[config.mk]
export PLATFORM = sky130hd
export DESIGN_NAME = axil_mem_loader_flat
export DESIGN_NICKNAME = d
export VERILOG_FILES = /design/src/rtl/axil_mem_loader_pkg.sv /design/src/rtl/axil_mem_loader_if.sv /design/src/rtl/axil_hold_reg.sv /design/src/rtl/axil_mem_loader.sv /design/src/flat_wrapper.sv
export SDC_FILE = /design/constraint.sdc
export NUM_CORES = 1
export LEC_CHECK = 0
export CORE_ASPECT_RATIO = 0.6
export CORE_MARGIN = 5
export CORE_UTILIZATION = 30
export CTS_BUF_LIST = sky130_fd_sc_hd__clkbuf_2 sky130_fd_sc_hd__clkbuf_4 sky130_fd_sc_hd__clkbuf_8
export CTS_CLUSTER_DIAMETER = 200
export DETAILED_ROUTE_END_ITERATION = 12
export PLACE_DENSITY = 0.65
export SKIP_LAST_GASP = 1
export SLEW_MARGIN = 30
export SYNTH_ARGS = -nofsm -noshare
export SYNTH_HDL_FRONTEND = slang
export SYNTH_HIERARCHICAL = 1
export SYNTH_SLANG_ARGS = --single-unit
[constraint.sdc]
create_clock -name clk -period 1.6 [get_ports clk]
set_input_delay 0.24 -clock clk [delete_from_list [all_inputs] [get_ports clk]]
set_output_delay 0.24 -clock clk [all_outputs]
set_load 0.1 [all_outputs]
[src/rtl/axil_mem_loader_pkg.sv]
// Shared types and constants for the AXI4-Lite memory loader.
package axil_mem_loader_pkg;

    typedef enum logic [1:0] {
        IDLE,
        WRITE,
        RESP
    } ld_state_t;

    localparam logic [1:0] RESP_OKAY   = 2'b00;
    localparam logic [1:0] RESP_SLVERR = 2'b10;
    localparam logic [3:0] FULL_STRB   = 4'hF;

    // Write-data beat as held between W acceptance and the memory write.
    typedef struct packed {
        logic [31:0] data;
        logic [3:0]  strb;
    } w_beat_t;

    localparam int unsigned W_BEAT_W = $bits(w_beat_t);

endpackage

[src/rtl/axil_mem_loader_if.sv]
// AXI4-Lite write channel bundle (AW, W, B) for the memory loader.
interface axil_mem_loader_if;

    logic [31:0] s_awaddr;
    logic        s_awvalid;
    logic        s_awready;
    logic [31:0] s_wdata;
    logic [3:0]  s_wstrb;
    logic        s_wvalid;
    logic        s_wready;
    logic [1:0]  s_bresp;
    logic        s_bvalid;
    logic        s_bready;

    modport slave (
        input  s_awaddr, s_awvalid, s_wdata, s_wstrb, s_wvalid, s_bready,
        output s_awready, s_wready, s_bresp, s_bvalid
    );

    modport master (
        output s_awaddr, s_awvalid, s_wdata, s_wstrb, s_wvalid, s_bready,
        input  s_awready, s_wready, s_bresp, s_bvalid
    );

endinterface

[src/rtl/axil_hold_reg.sv]
// One-entry holding register: captures a payload on push, empties on clear.
module axil_hold_reg #(
    parameter int unsigned W = 32
) (
    input  logic         clk,
    input  logic         reset,
    input  logic         push,
    input  logic         clear,
    input  logic [W-1:0] din,
    output logic         full,
    output logic [W-1:0] dout,
    output logic         ready_c
);

    assign ready_c = ~full;

    // Clear wins over push; push is ignored while an entry is held.
    always_ff @(posedge clk) begin
        if (reset) begin
            full <= 1'b0;
            dout <= '0;
        end else if (clear) begin
            full <= 1'b0;
        end else if (push && !full) begin
            full <= 1'b1;
            dout <= din;
        end
    end

endmodule

[src/rtl/axil_mem_loader.sv]
// AXI4-Lite write-only slave issuing single-cycle word writes to a memory load port.
// Optional AXIL_MEM_LOADER_WCOUNT_EN adds a saturating write counter and sticky error flag.
module axil_mem_loader
    import axil_mem_loader_pkg::*;
#(
    parameter logic [31:0] BASE_ADDR = 32'h0000_0000,
    parameter int unsigned MEM_WORDS = 512,
    parameter int unsigned MEM_AW    = 9
) (
    input  logic                  clk,
    input  logic                  reset,
    axil_mem_loader_if.slave      bus,
    output logic                  axi_mem_w,
    output logic [MEM_AW-1:0]     axi_mem_addr,
    output logic [31:0]           axi_mem_data
`ifdef AXIL_MEM_LOADER_WCOUNT_EN
    ,
    output logic [15:0]           wr_count,
    output logic                  err_seen
`endif
);

    localparam int unsigned ADDR_W = 32;

    ld_state_t             state;
    logic                  aw_full;
    logic                  w_full;
    logic                  aw_ready_c;
    logic                  w_ready_c;
    logic                  aw_push;
    logic                  w_push;
    logic                  aw_have;
    logic                  w_have;
    logic                  clear;
    logic [ADDR_W-1:0]     aw_q;
    logic [W_BEAT_W-1:0]   w_raw;
    w_beat_t               w_in;
    w_beat_t               w_q;
    logic [ADDR_W-1:0]     offset;
    logic                  legal_c;

    assign aw_push = bus.s_awvalid & bus.s_awready & aw_ready_c;
    assign w_push  = bus.s_wvalid & bus.s_wready & w_ready_c;
    assign clear   = (state == WRITE);

    assign w_in.data = bus.s_wdata;
    assign w_in.strb = bus.s_wstrb;

    axil_hold_reg #(.W(ADDR_W)) u_aw_hold (
        .clk     (clk),
        .reset   (reset),
        .push    (aw_push),
        .clear   (clear),
        .din     (bus.s_awaddr),
        .full    (aw_full),
        .dout    (aw_q),
        .ready_c (aw_ready_c)
    );

    axil_hold_reg #(.W(W_BEAT_W)) u_w_hold (
        .clk     (clk),
        .reset   (reset),
        .push    (w_push),
        .clear   (clear),
        .din     (w_in),
        .full    (w_full),
        .dout    (w_raw),
        .ready_c (w_ready_c)
    );

    assign w_q = w_beat_t'(w_raw);

    // Includes this cycle's handshake so a same-cycle AW+W pair moves straight to WRITE.
    assign aw_have = aw_full | aw_push;
    assign w_have  = w_full | w_push;

    // Underflow is caught by the explicit compare; the wrapped offset is only trusted after it.
    assign offset  = aw_q - BASE_ADDR;
    assign legal_c = (aw_q >= BASE_ADDR)
                   && ((offset >> 2) < ADDR_W'(MEM_WORDS))
                   && (aw_q[1:0] == 2'b00)
                   && (w_q.strb == FULL_STRB);

    always_ff @(posedge clk) begin
        if (reset) begin
            state         <= IDLE;
            bus.s_awready <= 1'b0;
            bus.s_wready  <= 1'b0;
            bus.s_bvalid  <= 1'b0;
            bus.s_bresp   <= RESP_OKAY;
            axi_mem_w     <= 1'b0;
            axi_mem_addr  <= '0;
            axi_mem_data  <= '0;
        end else begin
            axi_mem_w <= 1'b0;
            case (state)
                IDLE: begin
                    if (aw_have && w_have) begin
                        state         <= WRITE;
                        bus.s_awready <= 1'b0;
                        bus.s_wready  <= 1'b0;
                    end else begin
                        bus.s_awready <= ~aw_have;
                        bus.s_wready  <= ~w_have;
                    end
                end
                WRITE: begin
                    axi_mem_w <= legal_c;
                    if (legal_c) begin
                        axi_mem_addr <= MEM_AW'(offset >> 2);
                        axi_mem_data <= w_q.data;
                    end
                    bus.s_bresp <= legal_c ? RESP_OKAY : RESP_SLVERR;
                    state       <= RESP;
                end
                RESP: begin
                    // One cycle after the memory pulse, then hold until accepted.
                    if (!bus.s_bvalid) begin
                        bus.s_bvalid <= 1'b1;
                    end else if (bus.s_bready) begin
                        bus.s_bvalid  <= 1'b0;
                        bus.s_awready <= 1'b1;
                        bus.s_wready  <= 1'b1;
                        state         <= IDLE;
                    end
                end
                default: begin
                    state <= IDLE;
                end
            endcase
        end
    end

`ifdef AXIL_MEM_LOADER_WCOUNT_EN
    always_ff @(posedge clk) begin
        if (reset) begin
            wr_count <= '0;
            err_seen <= 1'b0;
        end else begin
            if (axi_mem_w && (wr_count != 16'hFFFF)) begin
                wr_count <= wr_count + 16'd1;
            end
            if (bus.s_bvalid && (bus.s_bresp == RESP_SLVERR)) begin
                err_seen <= 1'b1;
            end
        end
    end
`endif

endmodule

[src/flat_wrapper.sv]
// flat-port wrapper written by rule: the top's interface ports become plain ports
module axil_mem_loader_flat import axil_mem_loader_pkg::*;
#(
    parameter logic [31:0] BASE_ADDR = 32'h0000_0000,
    parameter int unsigned MEM_WORDS = 512,
    parameter int unsigned MEM_AW    = 9
)
  (clk, reset, axi_mem_w, axi_mem_addr, axi_mem_data, bus_s_awaddr, bus_s_awvalid, bus_s_wdata, bus_s_wstrb, bus_s_wvalid, bus_s_bready, bus_s_awready, bus_s_wready, bus_s_bresp, bus_s_bvalid);
  axil_mem_loader_if bus_i ();
  input  logic clk;
  input  logic reset;
  output logic axi_mem_w;
  output logic [MEM_AW-1:0] axi_mem_addr;
  output logic [31:0] axi_mem_data;
  input wire logic [$bits(bus_i.s_awaddr)-1:0] bus_s_awaddr;
  input wire logic [$bits(bus_i.s_awvalid)-1:0] bus_s_awvalid;
  input wire logic [$bits(bus_i.s_wdata)-1:0] bus_s_wdata;
  input wire logic [$bits(bus_i.s_wstrb)-1:0] bus_s_wstrb;
  input wire logic [$bits(bus_i.s_wvalid)-1:0] bus_s_wvalid;
  input wire logic [$bits(bus_i.s_bready)-1:0] bus_s_bready;
  output wire logic [$bits(bus_i.s_awready)-1:0] bus_s_awready;
  output wire logic [$bits(bus_i.s_wready)-1:0] bus_s_wready;
  output wire logic [$bits(bus_i.s_bresp)-1:0] bus_s_bresp;
  output wire logic [$bits(bus_i.s_bvalid)-1:0] bus_s_bvalid;
  assign bus_i.s_awaddr = bus_s_awaddr;
  assign bus_i.s_awvalid = bus_s_awvalid;
  assign bus_i.s_wdata = bus_s_wdata;
  assign bus_i.s_wstrb = bus_s_wstrb;
  assign bus_i.s_wvalid = bus_s_wvalid;
  assign bus_i.s_bready = bus_s_bready;
  assign bus_s_awready = bus_i.s_awready;
  assign bus_s_wready = bus_i.s_wready;
  assign bus_s_bresp = bus_i.s_bresp;
  assign bus_s_bvalid = bus_i.s_bvalid;
  axil_mem_loader #(.BASE_ADDR(BASE_ADDR), .MEM_WORDS(MEM_WORDS), .MEM_AW(MEM_AW)) u_core (.clk(clk), .reset(reset), .bus(bus_i), .axi_mem_w(axi_mem_w), .axi_mem_addr(axi_mem_addr), .axi_mem_data(axi_mem_data));
endmodule
### After elaboration in Yosys (flattened, before gate mapping)

Index checks and enable logic that the tools add are counted.

* $add $sub $neg: 0
* multiply operators: 0
* div/mod/pow operators: 0
* magnitude comparators: 2
* equal/unequal tests: 6
* shift-type cells: 0
* multiplexer cells: 13
* bitwise operators: 11
* reductions and logical operators: 18

Operators with widths (number)
* greater-or-equal comparator 32 x 1 -> 1 bit, second input constant: 1
* less-than comparator 30 x 10 -> 1 bit, second input constant: 1
* 2-to-1 mux 2 bit: 4
* logical AND 1 bit: 6
* 2-to-1 mux 1 bit: 6
* one-hot mux 2 bit (3 select lines): 1
* AND reduction 2 bit: 3
* AND reduction 3 bit: 2
* inverter 1 bit: 5
* AND 1 bit: 4
* equality test 4 bit, second input constant: 1
* zero test 2 bit: 2
* != test 2 x 1 -> 1 bit, second input constant: 2
* one-hot mux 1 bit (2 select lines): 2
* OR reduction 2 bit: 2
* equality test 2 x 1 -> 1 bit, second input constant: 1
* equality test 2 bit, second input constant: 1
* zero test 1 bit: 2
* != test 2 bit, second input constant: 1
* OR 1 bit: 2
* nonzero test 2 bit: 1

* register bits after elaboration: 119
* bits in latches: 0
* memory bits (writable): 0
* bits in read-only memories: 0
* output and inout bits: 47
* logic and storage cells: 62
* memories kept: 0

### Logic depth before layout (Yosys ltp)

Gate-level depths: netlist of run 1.

* depth after elaboration: 6
* depth in mapped cells: 6
* depth with buffers taken out: 5

### By module

Netlist of run 1, hierarchy kept.

Modules (own cells, without submodules)
* axil_mem_loader: instances 1, cells each 220, area each 2210.9 µm², seq. area each 960.9 µm²
* axil_hold_reg (u_core.u_w_hold): instances 1, cells each 161, area each 1679.1 µm², seq. area each 740.7 µm²
* axil_hold_reg (u_core.u_aw_hold): instances 1, cells each 144, area each 1505.2 µm², seq. area each 660.6 µm²

### Worst setup path before layout of run 1

OpenSTA, ideal clock, no wires.

* path kind: register to register
* start: register u_core.bus.s_wready
* end: register u_core.u_w_hold.dout[0]
* setup time: 72 ps
* arrival time: 1914 ps
* required time: 1528 ps
* slack: -386 ps
* stages on the path, launching flop included: 6
* buffers on the path: 2
* cell sequence: dfxtp_1 and3_1 nor3b_2 buf_6 buf_12 mux2i_1

* word-level cells in the longest chain between the ends: 4

RTL lines
* from (decl): line axil_mem_loader_if.sv:17 `output s_awready, s_wready, s_bresp, s_bvalid`
* from (signal assigned): line axil_mem_loader.sv:104 `bus.s_wready <= ~w_have;`
* AND 1 bit (2 in a row): line axil_mem_loader.sv:43 `assign w_push = bus.s_wvalid & bus.s_wready & w_ready_c;`
* named net u_core.w_push: line axil_mem_loader.sv:31 `logic w_push;`
* logical AND 1 bit: line axil_hold_reg.sv:24 `end else if (push && !full) begin`
* AND reduction 2 bit (no line)
* to (signal assigned): line axil_hold_reg.sv:26 `dout <= din;`
* to (decl): line axil_hold_reg.sv:11 `output logic [W-1:0] dout,`

The timed path passes the listed nets, and every way through them passes these cells.
A chain may end at the register's enable or synchronous reset.

### Final worst setup path of run 1

* start: register u_core.u_aw_hold.dout[26]
* end: register u_core.axi_mem_addr[3]

* word-level cells in the longest chain between the ends: 5
* elaborated cells on any way between the ends: 6
* classes of those cells: order compare: 2; reduce/logical: 4

RTL lines
* from (decl): line axil_hold_reg.sv:11
* from (signal assigned): line axil_hold_reg.sv:26
* greater-or-equal comparator 32 x 1 -> 1 bit / less-than comparator 30 x 10 -> 1 bit (equally long branches): line axil_mem_loader.sv:79, axil_mem_loader.sv:80
* logical AND 1 bit *: line axil_mem_loader.sv:80 `&& ((offset >> 2) < ADDR_W'(MEM_WORDS))`
* logical AND 1 bit *: line axil_mem_loader.sv:81 `&& (aw_q[1:0] == 2'b00)`
* logical AND 1 bit *: line axil_mem_loader.sv:82 `&& (w_q.strb == FULL_STRB);`
* AND reduction 2 bit (no line) *
* to (signal assigned): line axil_mem_loader.sv:110 `axi_mem_addr <= MEM_AW'(offset >> 2);`
* to (decl): line axil_mem_loader.sv:14 `output logic [MEM_AW-1:0] axi_mem_addr,`

Mark *: on every way between the ends. The rest lies on a longest branch, timed or not.

==> results of run 1 <==
## area by class of cell
type	count	area (µm²)
multi-input cells	365	2760
repair buffers	154	2260
clock inverters	9	129
flip-flops and latches	118	2370
clock buffers	21	277
inverters	4	15.0
fillers	1654	9760
well taps	240	300
## through the flow
step / power (µW) / instances / setup TNS [ns]
2_1_floorplan: 3860 / 525 / 0
3_3_place_gp: 4140 / 859 / -20.65
3_5_place_dp: 4170 / 859 / -23.51
4_1_cts: 7090 / 895 / -12.85
5_1_grt: 7520 / 911 / -16.46
6_report: 7190 / 911 / -8.03
## cell usage in the layout (no fill, tap or decap), types with 3 or more instances in the layout
master | netlist | routed
clkinv_2 | 0 | 3
buf_12 | 10 | 55
buf_6 | 3 | 8
clkdlybuf4s50_1 | 0 | 71
a21oi_1 | 3 | 3
nand2b_1 | 218 | 218
dfxtp_2 | 0 | 4
mux2i_1 | 109 | 107
nor4_2 | 1 | 4
inv_1 | 4 | 4
nor2_1 | 9 | 9
buf_16 | 0 | 4
dfxtp_1 | 118 | 112
bufinv_16 | 0 | 3
buf_4 | 1 | 8
clkbuf_16 | 0 | 7
clkbuf_8 | 0 | 19
## cells in the mapped netlist, drive strengths merged
| master | instances | area [µm²] |
|---|---|---|
| nand4 | 1 | 6.26 |
| conb | 1 | 3.75 |
| o32ai | 2 | 17.5 |
| mux2i | 109 | 1090 |
| and3 | 2 | 12.5 |
| nand2b | 218 | 1360 |
| and2b | 1 | 8.76 |
| nor4 | 6 | 43.8 |
| a21oi | 3 | 15.0 |
| o21ai | 1 | 5.00 |
| clkbuf | 22 | 82.6 |
| nor2b | 1 | 6.26 |
| nand2 | 2 | 7.51 |
| nor3 | 3 | 15.0 |
| buf | 16 | 251 |
| nor4b | 1 | 8.76 |
| dfxtp | 118 | 2360 |
| nor3b | 2 | 25.0 |
| nor2 | 9 | 33.8 |
| nand3b | 2 | 15.0 |
| inv | 4 | 15.0 |
| nand3 | 1 | 5.00 |
## sequential cells by signal, indices dropped and copies added (netlist names)
| signal | flops |
|---|---|
| u_core/bus.s_bvalid | 1 |
| u_core/bus.s_awready | 1 |
| u_core/bus.s_wready | 1 |
| u_core/axi_mem_data | 32 |
| u_core/u_w_hold/dout | 36 |
| u_core/axi_mem_w | 1 |
| u_core/state | 2 |
| u_core/u_w_hold/full | 1 |
| u_core/u_aw_hold/full | 1 |
| u_core/axi_mem_addr | 9 |
| u_core/u_aw_hold/dout | 32 |
| u_core/bus.s_bresp | 1 |
## cells by family (layout without fill, tap and decap cells)
kind of cell | after synthesis | after routing
flops | 118 | 118
other cells | 1 | 1
mux | 109 | 109
simple gates | 249 | 249
buf+inv | 42 | 188
compound gates | 6 | 6
## power breakdown
part           internal, µW  switching, µW
sequential             3080           96.0
clock                  1640           1190
combinational           685            498
total                  5400           1790
## worst max-delay path by stage
stage / endpoint / cells past startpoint
2_1_floorplan: u_core/axi_mem_addr[6] / 6
3_3_place_gp: u_core/axi_mem_data[26] / 5
3_5_place_dp: u_core/axi_mem_data[8] / 5
4_1_cts: u_core/axi_mem_data[30] / 6
5_1_grt: u_core/axi_mem_data[30] / 6
6_report: u_core/axi_mem_addr[3] / 7
## per-layer routing
layer  vias up  track usage
met4         0       0.0357
met1      1831        0.170
met5         -            0
li1       1982            -
met3        14       0.0389
met2        87        0.184
## what timing repair did
action / in CTS / in global routing
buffers inserted: 3 / 7
endpoints found under the setup margin: 48 / 100
gates cloned: 4 / 9
pin swaps: 4 / 6
hold buffers: 0 / 0
gates resized for setup: 10 / 21
hold endpoints to repair: 0 / 0
==> flow_metrics.tcl, run 1 <==
set metrics [dict create \
    run_status "finished, violations left" \
    failing_checks "setup timing" \
    portBuffers 118 \
    finalWorstPathRequiredPeriod_ns 1.77 \
    gp_congestion 0.747 \
    number_of_antenna_violations_at_the_first_check_in_global_routing 0 \
    worst_setup_hold_path_clk_slew_ns 0.08 \
    dpl_cell_area_um2 7200 \
    ant_nets 0 \
    drc 0 \
    synth_area_per_cell_um2 10.3 \
    timing.critical_path.to_type "flop" \
    detailroute.wirelength.met2_um 5850 \
    worstSetupStartpoint "u_core/u_aw_hold/dout[26]" \
    grt_max_degree 78 \
    path_max_fanout 6 \
    clock_insertion_delay_worst_skew_ns 0.42 \
    synthesis.area_um2 5400 \
    worst-endpoint-arrival_ns 2.11 \
    route.final.wire_length_um 13900 \
    dieWidth_um 183 \
    synth_fa_ha_area_frac 0 \
    postSynthCellCount 525 \
    drt_initial_violations 156 \
    wl_met3_um 642 \
    avgViaCountPerCell 4.30 \
    areaGrowthSynthToFinish_pct 50.4 \
    finalHoldViolations 0 \
    layout_setup_ws_ns -0.171 \
    post_synth_and_or_nand_nor_area_fraction 0.288 \
    num_antenna_cells 0 \
    timing.critical_path.max_delay_family "simple AND/OR/NAND/NOR gates" \
    ctsLongestPathBuffers 2 \
    worst-r2r-cell-count 7 \
    min_delay_path_depth 2 \
    fraction_of_layout_cells_with_a_size_suffix_above_1 0.195 \
    first_pass_iters 4 \
    maximum_resistive_drop_on_vdd_mv 0.409 \
    synth.lib_cells_used.distinct 26 \
    cp_cell_sequence "nor4_4 -> nand4_1 -> nor4_4 -> buf_6 -> buf_4 -> buf_6 -> mux2i_1" \
    number_of_warnings_issued_by_yosys 6 \
    critical_path_buf_inv_count 3 \
    final_core_utilization 0.454 \
    cts_max_level 4 \
    final.setup_skew_ns 0.0166 \
    leakagePower_uw 0.00283 \
    std_cell_core_area_um2 17900 \
    drv_cap 0 \
    drt-wirelength-per-cell_um 15.2 \
    start_util 0.302 \
    ios 120 \
    gr-usage-all-layers 0.123 \
    drv_slew 0 \
    nets_final 733 \
    setup.reg_to_reg.worst_slack_ns -0.17 \
    rsz0062_at_grt "true" \
    post-place-ws_ns -0.401 \
    hold_slack_ns 0.212 \
    number_of_global_route_vias_before_repair 3921 \
    worst_min_delay_path_endpoint "u_core/bus.s_awready" \
    count_of_clock_tree_sinks 118 \
    dr_total_vias 3914 \
    clock.fmax_ghz 0.565 \
    die_y_um 114 \
    finish.instance_area_um2 8120 \
    synth_compound_area_frac 0.00696 \
    crit_type "flop to flop" \
    grt_remaining_overflow 0 \
    critical-path-max-stage-delay_ns 0.33 \
    period_share 1.11 \
    critical_register_to_register_path_endpoint "u_core/axi_mem_addr[3]" \
    place_hpwl_um 8320 \
    hold_path.startpoint "reset" \
    tritoncts.num_buffers 17 \
    holdCritPathClass "input port to flop" \
    ctsRootBufferMaster "clkbuf_8" \
    crit-reg2reg-launch "u_core/u_aw_hold/dout[26]" \
    multiplexer_share_of_the_synthesized_area 0.202 \
    post_synth_xor_area_fraction 0 \
    grt_first_pass_wirelength_um 20300 \
    synth_sequential_area_ratio 0.438 \
    main_combinational_cell_family_by_area_after_synthesis "simple AND/OR/NAND/NOR gates" \
    top_layer_used "met4" \
    cts_tree "done" \
    pwr_density_cell_nw_per_um2 886 \
    crit_path_top_delay_cell "dfxtp_2" \
    setup_viol_count_final 101 \
    number_of_core_rows 38 \
    number_of_flip_flops_and_latches_in_the_synthesized_netlist 118 \
    critPathRequiredTime_ns 1.94 \
    start_kind "flop" \
    met1_length_um 7240 \
    synth.net_count 598 \
    die_area_um2 20900 \
]
(Power assumes the default switching activity.)
==> run 2: changes to the inputs <==
Settings changed: GPL_TIMING_DRIVEN set to 0.
==> run 2 against run 1 <==
Net effect:
- the run still ends with setup timing left
- design area down 9.8%
- count of clock-buffer cells in the layout down 1
- worst setup slack better by 0.0080 ns
- first-iteration DRC count down 20%
- total power up 0.80%
- highest routed layer unchanged
==> flow_metrics.tcl, run 2 (same netlist as run 1, synthesis figures left out) <==
set metrics [dict create \
    crit_type "flop to flop" \
    clock.fmax_ghz 0.567 \
    gp_congestion 0.732 \
    drt_initial_violations 125 \
    first_pass_iters 5 \
    route.final.wire_length_um 14000 \
    start_kind "flop" \
    ctsRootBufferMaster "clkbuf_8" \
    finalWorstPathRequiredPeriod_ns 1.76 \
    die_area_um2 20900 \
    number_of_antenna_violations_at_the_first_check_in_global_routing 0 \
    path_max_fanout 10 \
    place_hpwl_um 10300 \
    drc 0 \
    worst_path_most_repeated_cell "buf_12" \
    drv_slew 0 \
    num_antenna_cells 0 \
    hold_buffers_post_cts 0 \
    worst_setup_hold_path_clk_slew_ns 0.07 \
    areaGrowthSynthToFinish_pct 35.6 \
    nets_final 747 \
    fraction_of_layout_cells_with_a_size_suffix_above_1 0.179 \
    dr_total_vias 3992 \
    run_status "finished, violations left" \
    drv_cap 0 \
    fin_tns_setup_ns -5.25 \
    top_regs "u_core/u_w_hold/dout x36, u_core/axi_mem_data x32, u_core/u_aw_hold/dout x32" \
    finish.instance_area_um2 7320 \
    ios 120 \
    cts_tree "done" \
    mostFrequentLayoutCells "nand2b_1, dfxtp_1, mux2i_1" \
    regArea_um2 2380 \
    layout_setup_ws_ns -0.163 \
    min_delay_path_depth 3 \
    rsz0062_at_grt "true" \
    timing.critical_path.to_type "flop" \
    dpl_cell_area_um2 6870 \
    report.power.total_uw 7250 \
    final.setup_skew_ns 0.0148 \
    tritoncts.num_buffers 17 \
    largest_register_ff_count 36 \
    std_cell_core_area_um2 17900 \
    finalHoldViolations 0 \
    grt_first_pass_wirelength_um 22100 \
    drt-wirelength-per-cell_um 15.1 \
    critical-path-max-stage-delay_ns 0.34 \
    die_y_um 114 \
    number_of_core_rows 38 \
    ant_nets 0 \
    grt_remaining_overflow 0 \
    leakagePower_uw 0.00266 \
    worst-endpoint-arrival_ns 2.11 \
    largest-register "u_core/u_w_hold/dout" \
    dieWidth_um 183 \
    cts_max_level 4 \
    avgViaCountPerCell 4.31 \
    maxSlewHeadroom 0.659 \
    worst-r2r-cell-count 7 \
    hold_slack_ns 0.224 \
    critPathRequiredTime_ns 1.94 \
    failing_checks "setup timing" \
    layout.cells.most_common "nand2b_1" \
    gr-usage-all-layers 0.136 \
    count_of_clock_tree_sinks 118 \
    multi_input_comb_area_um2 2750 \
    start_util 0.302 \
    max_slew.worst_pin.slew_ns 0.517 \
    timing.critical_path.max_delay_family "simple AND/OR/NAND/NOR gates" \
    holdCritPathClass "input port to flop" \
    crit_path_top_delay_cell "dfxtp_2" \
    clock_insertion_delay_worst_skew_ns 0.43 \
    nFillCells 1765 \
    period_share 1.10 \
    pwr_density_cell_nw_per_um2 990 \
    cp_num_cells 7 \
    maximum_resistive_drop_on_vdd_mv 0.533 \
    ctsLongestPathBuffers 2 \
    portBuffers 117 \
    critical_path_buf_inv_count 3 \
    grt_max_degree 17 \
    setup_viol_count_final 42 \
    cp_cell_sequence "nor4_4 -> nand4_1 -> nor4_2 -> buf_6 -> buf_12 -> buf_12 -> mux2i_1" \
    number_of_global_route_vias_before_repair 4198 \
]
-- run 2: stage by stage --
step,instances,utilization,setup WS (ns)
CTS,923,0.414,-0.178
finish,927,0.409,-0.163
global route,927,0.409,-0.317
global placement,882,0.385,-0.331
floorplan,525,-,0.0210
detailed placement,882,0.385,-0.387
-- run 2: layout make-up --
cell class	instances	share of cell area
multi-input cells	365	0.375
flip-flops and latches	118	0.325
repair buffers	130	0.151
plain buffers	38	0.0456
well taps	240	0.0410
clock buffers	20	0.0359
clock inverters	12	0.0243
inverters	4	0.00205
-- run 2: metal layers --
| metal | track usage | wire [µm] | part of all wire | up-vias |
|---|---|---|---|---|
| li1 | - | - | - | 2013 |
| met1 | 0.191 | 7180 | 0.51 | 1871 |
| met2 | 0.199 | 5880 | 0.42 | 96 |
| met5 | 0 | 0 | 0 | - |
| met4 | 0.0382 | 178 | 0.013 | 0 |
| met3 | 0.0446 | 729 | 0.052 | 12 |
-- run 2: worst reg2reg max path: stages (launching register included) --
cell and delay (ns):
dfxtp_2 0.34, nor4_4 0.28, nand4_1 0.22, nor4_2 0.22, buf_6 0.16, buf_12 0.12, buf_12 0.14, mux2i_1 0.20
-- run 2: report_power, final --
part | switching [µW] | internal [µW]
sequential | 92.7 | 3080
combinational | 466 | 577
clock | 1260 | 1780
total | 1820 | 5430
-- run 2: repair_timing --
action | CTS | global route
gates cloned | 1 | 2
setup buffers | 8 | 3
pin swaps | 4 | 0
endpoints found under the setup margin | 117 | 114
gates resized for setup | 198 | 49
-- run 2: worst paths after layout --
path | startpoint | to | slack (ns)
max | u_core/u_aw_hold/dout[21] | u_core/axi_mem_data[27] | -0.16
min | reset | u_core/u_aw_hold/dout[25] | 0.22
max reg2reg | u_core/u_aw_hold/dout[21] | u_core/axi_mem_data[27] | -0.16
min reg2reg | u_core/u_w_hold/dout[30] | u_core/axi_mem_data[26] | 0.47
==> run 3: changes to the inputs <==
Settings changed: ABC_AREA set to 1, CORE_MARGIN 5 to not set, CTS_BUF_LIST sky130_fd_sc_hd__clkbuf_2 sky130_fd_sc_hd__clkbuf_4 sky130_fd_sc_hd__clkbuf_8 to sky130_fd_sc_hd__clkbuf_8.
==> run 3 against run 2 <==
Net effect:
- worst setup slack gained 0.20 ns
- count of clock-buffer cells in the layout shrank 2
- cell count grew 23%
- global-route usage grew 3.9 points
- die area shrank 12%
- design area shrank 3.4%
- the flow now finishes without violations
- largest power group unchanged
- maximum frequency grew 13%
==> flow_metrics.tcl, run 3 <==
set metrics [dict create \
    clock_insertion_delay_worst_skew_ns 0.43 \
    num_antenna_cells 0 \
    timing.critical_path.to_type "primary output" \
    die_y_um 105 \
    drc 0 \
    finalHoldViolations 0 \
    drt_initial_violations 288 \
    critPathRequiredTime_ns 1.36 \
    holdCritPathClass "input port to flop" \
    post-place-ws_ns -0.616 \
    max_slew.worst_pin.slew_ns 0.541 \
    areaGrowthSynthToFinish_pct 32.4 \
    yosys.cell_count.top_type "nand3_1" \
    avgViaCountPerCell 4.55 \
    ctsRootBufferMaster "clkbuf_8" \
    postSynthCellCount 755 \
    post_synth_most_frequent_cells "nand3_1, nand2_1, dfxtp_1" \
    timing.critical_path.max_delay_family "buffers and inverters" \
    portBuffers 118 \
    path_max_fanout 2 \
    synth_sequential_area_ratio 0.442 \
    ctsLongestPathBuffers 2 \
    number_of_warnings_issued_by_yosys 6 \
    critical_path_buf_inv_count 1 \
    clock.fmax_ghz 0.642 \
    crit_path_top_delay_cell "clkdlybuf4s18_2" \
    synth_async_sr_flop_share 0 \
    number_of_global_route_vias_before_repair 4803 \
    synth_fa_ha_area_frac 0 \
    run_status "completed" \
    largest_register_ff_count 36 \
    count_of_clock_tree_sinks 118 \
    hold_slack_ns 0.316 \
    std_cell_core_area_um2 17300 \
    gp_congestion 0.813 \
    grt_max_degree 17 \
    leakagePower_uw 0.00346 \
    pwr_density_cell_nw_per_um2 1050 \
    route.final.wire_length_um 15400 \
    grt_first_pass_wirelength_um 25100 \
    period_share 0.974 \
    nets_final 966 \
    worst_setup_hold_path_clk_slew_ns 0.07 \
    synth_area_leader_cell "dfxtp_1" \
    drt-wirelength-per-cell_um 13.5 \
    synthFlopType "dfxtp_1" \
    multiplexer_share_of_the_synthesized_area 0 \
    cell_types_with_the_largest_area_share_after_synthesis "dfxtp_1, nand3_1, nand2_1, nor2_1, a21oi_1" \
    synthesis.area_um2 5340 \
    synth_top_area_frac 0.442 \
    ant_nets 0 \
    fraction_of_layout_cells_with_a_size_suffix_above_1 0.159 \
    maxSlewHeadroom 0.641 \
    worst-endpoint-arrival_ns 1.32 \
    number_of_core_rows 37 \
    dr_total_vias 5188 \
    post_synth_xor_area_fraction 0 \
    dpl_cell_area_um2 6810 \
    finish.cell_count_without_fillers 1140 \
    drv_slew 0 \
    synth.net_count 828 \
    ios 120 \
    gr-usage-all-layers 0.174 \
    synth.lib_cells_used.distinct 24 \
    place_hpwl_um 11600 \
    synth_compound_area_frac 0.0712 \
    cts_tree "done" \
    layout.cells.most_common "nand3_1" \
    largest-register "u_core/u_w_hold/dout" \
    final.setup_skew_ns 0.00769 \
    drv_cap 0 \
    grt_remaining_overflow 0 \
    number_of_antenna_violations_at_the_first_check_in_global_routing 0 \
    setup_viol_count_final 0 \
    finish.instance_area_um2 7070 \
    start_kind "flop" \
    dieWidth_um 174 \
    post_synth_and_or_nand_nor_area_fraction 0.345 \
    layout_setup_ws_ns 0.0416 \
    post-place-cells 1107 \
    die_area_um2 18400 \
    synth_edf_count 0 \
    cp_cell_sequence "clkdlybuf4s18_2" \
    nFillCells 1848 \
    maximum_resistive_drop_on_vdd_mv 0.557 \
    tritoncts.num_buffers 17 \
    first_pass_iters 4 \
    cts_max_level 4 \
    number_of_flip_flops_and_latches_in_the_synthesized_netlist 118 \
    start_util 0.309 \
    finalWorstPathRequiredPeriod_ns 1.56 \
    main_combinational_cell_family_by_area_after_synthesis "simple AND/OR/NAND/NOR gates" \
    top_regs "u_core/u_w_hold/dout x36, u_core/axi_mem_data x32, u_core/u_aw_hold/dout x32" \
    crit_type "flop to primary output" \
    critical-path-max-stage-delay_ns 0.55 \
    synth_area_per_cell_um2 7.07 \
    mostFrequentLayoutCells "nand3_1, nand2_1, dfxtp_1" \
]
run 3: cell count changes in the layout (fill, tap and decap cells not counted), moves of 19 or more:
| cell | previous run | this run |
|---|---|---|
| nor2_1 | 9 | 104 |
| nand2b_1 | 218 | 0 |
| nand2_1 | 2 | 135 |
| clkbuf_1 | 22 | 3 |
| a21oi_1 | 3 | 71 |
| inv_1 | 4 | 93 |
| mux2i_1 | 106 | 0 |
| nand3_1 | 1 | 156 |
run 3: kinds of logic (layout without fill, tap and decap cells):
logic type / after synthesis / in the layout
simple gates: 414 / 414
buf+inv: 147 / 298
flops: 118 / 118
compound gates: 75 / 75
other cells: 1 / 1
run 3: worst paths after layout:
| path | startpoint | endpoint | slack [ns] | cells after the start |
|---|---|---|---|---|
| max | u_core/bus.s_bresp[1] | bus_s_bresp[1] | 0.04 | 1 |
| min | reset | u_core/state[1] | 0.32 | 2 |
| max reg2reg | u_core/state[0] | u_core/axi_mem_data[3] | 0.14 | 9 |
| min reg2reg | u_core/u_w_hold/dout[9] | u_core/axi_mem_data[5] | 0.46 | 2 |
run 3: metrics by stage:
step           utilization  TNS (ns)  power (µW)
5_1_grt              0.409   -0.0378        7820
4_1_cts              0.415   -0.0506        7510
6_report             0.409         0        7450
2_1_floorplan            -         0        4350
3_3_place_gp         0.395    -44.61        4820
3_5_place_dp         0.394    -44.92        4840
run 3: power breakdown:
group	internal, µW	leakage, µW	switching [µW]
combinational	617	0.00231	861
sequential	3150	0.000961	153
clock	1410	0.000191	1260
total	5170	0.00346	2280
run 3: area by class of cell:
type	instances	area (µm²)	area share
Timing Repair Buffer	119	1020	0.145
Inverter	96	364	0.0515
Clock buffer	18	248	0.0351
Clock inverter	14	136	0.0193
Buffer	51	402	0.0568
Multi-Input combinational cell	490	2240	0.317
Sequential cell	118	2360	0.335
Tap cell	234	293	0.0414
run 3: metal layers:
layer  track usage  routed length, µm  vias up  part of all wire
li1              -                  -     2658                 -
met1         0.269               8660     2367              0.56
met2         0.230               5610      146              0.36
met3        0.0411                979       17             0.064
met4        0.0564                158        0             0.010
met5             0                  0        -                 0
run 3: timing repair:
action                                  CTS  global route
endpoints found under the setup margin   79           103
gates resized for setup                 172            57
hold buffers                              0             0
buffers inserted                          1             0
pin swaps                                 1             0
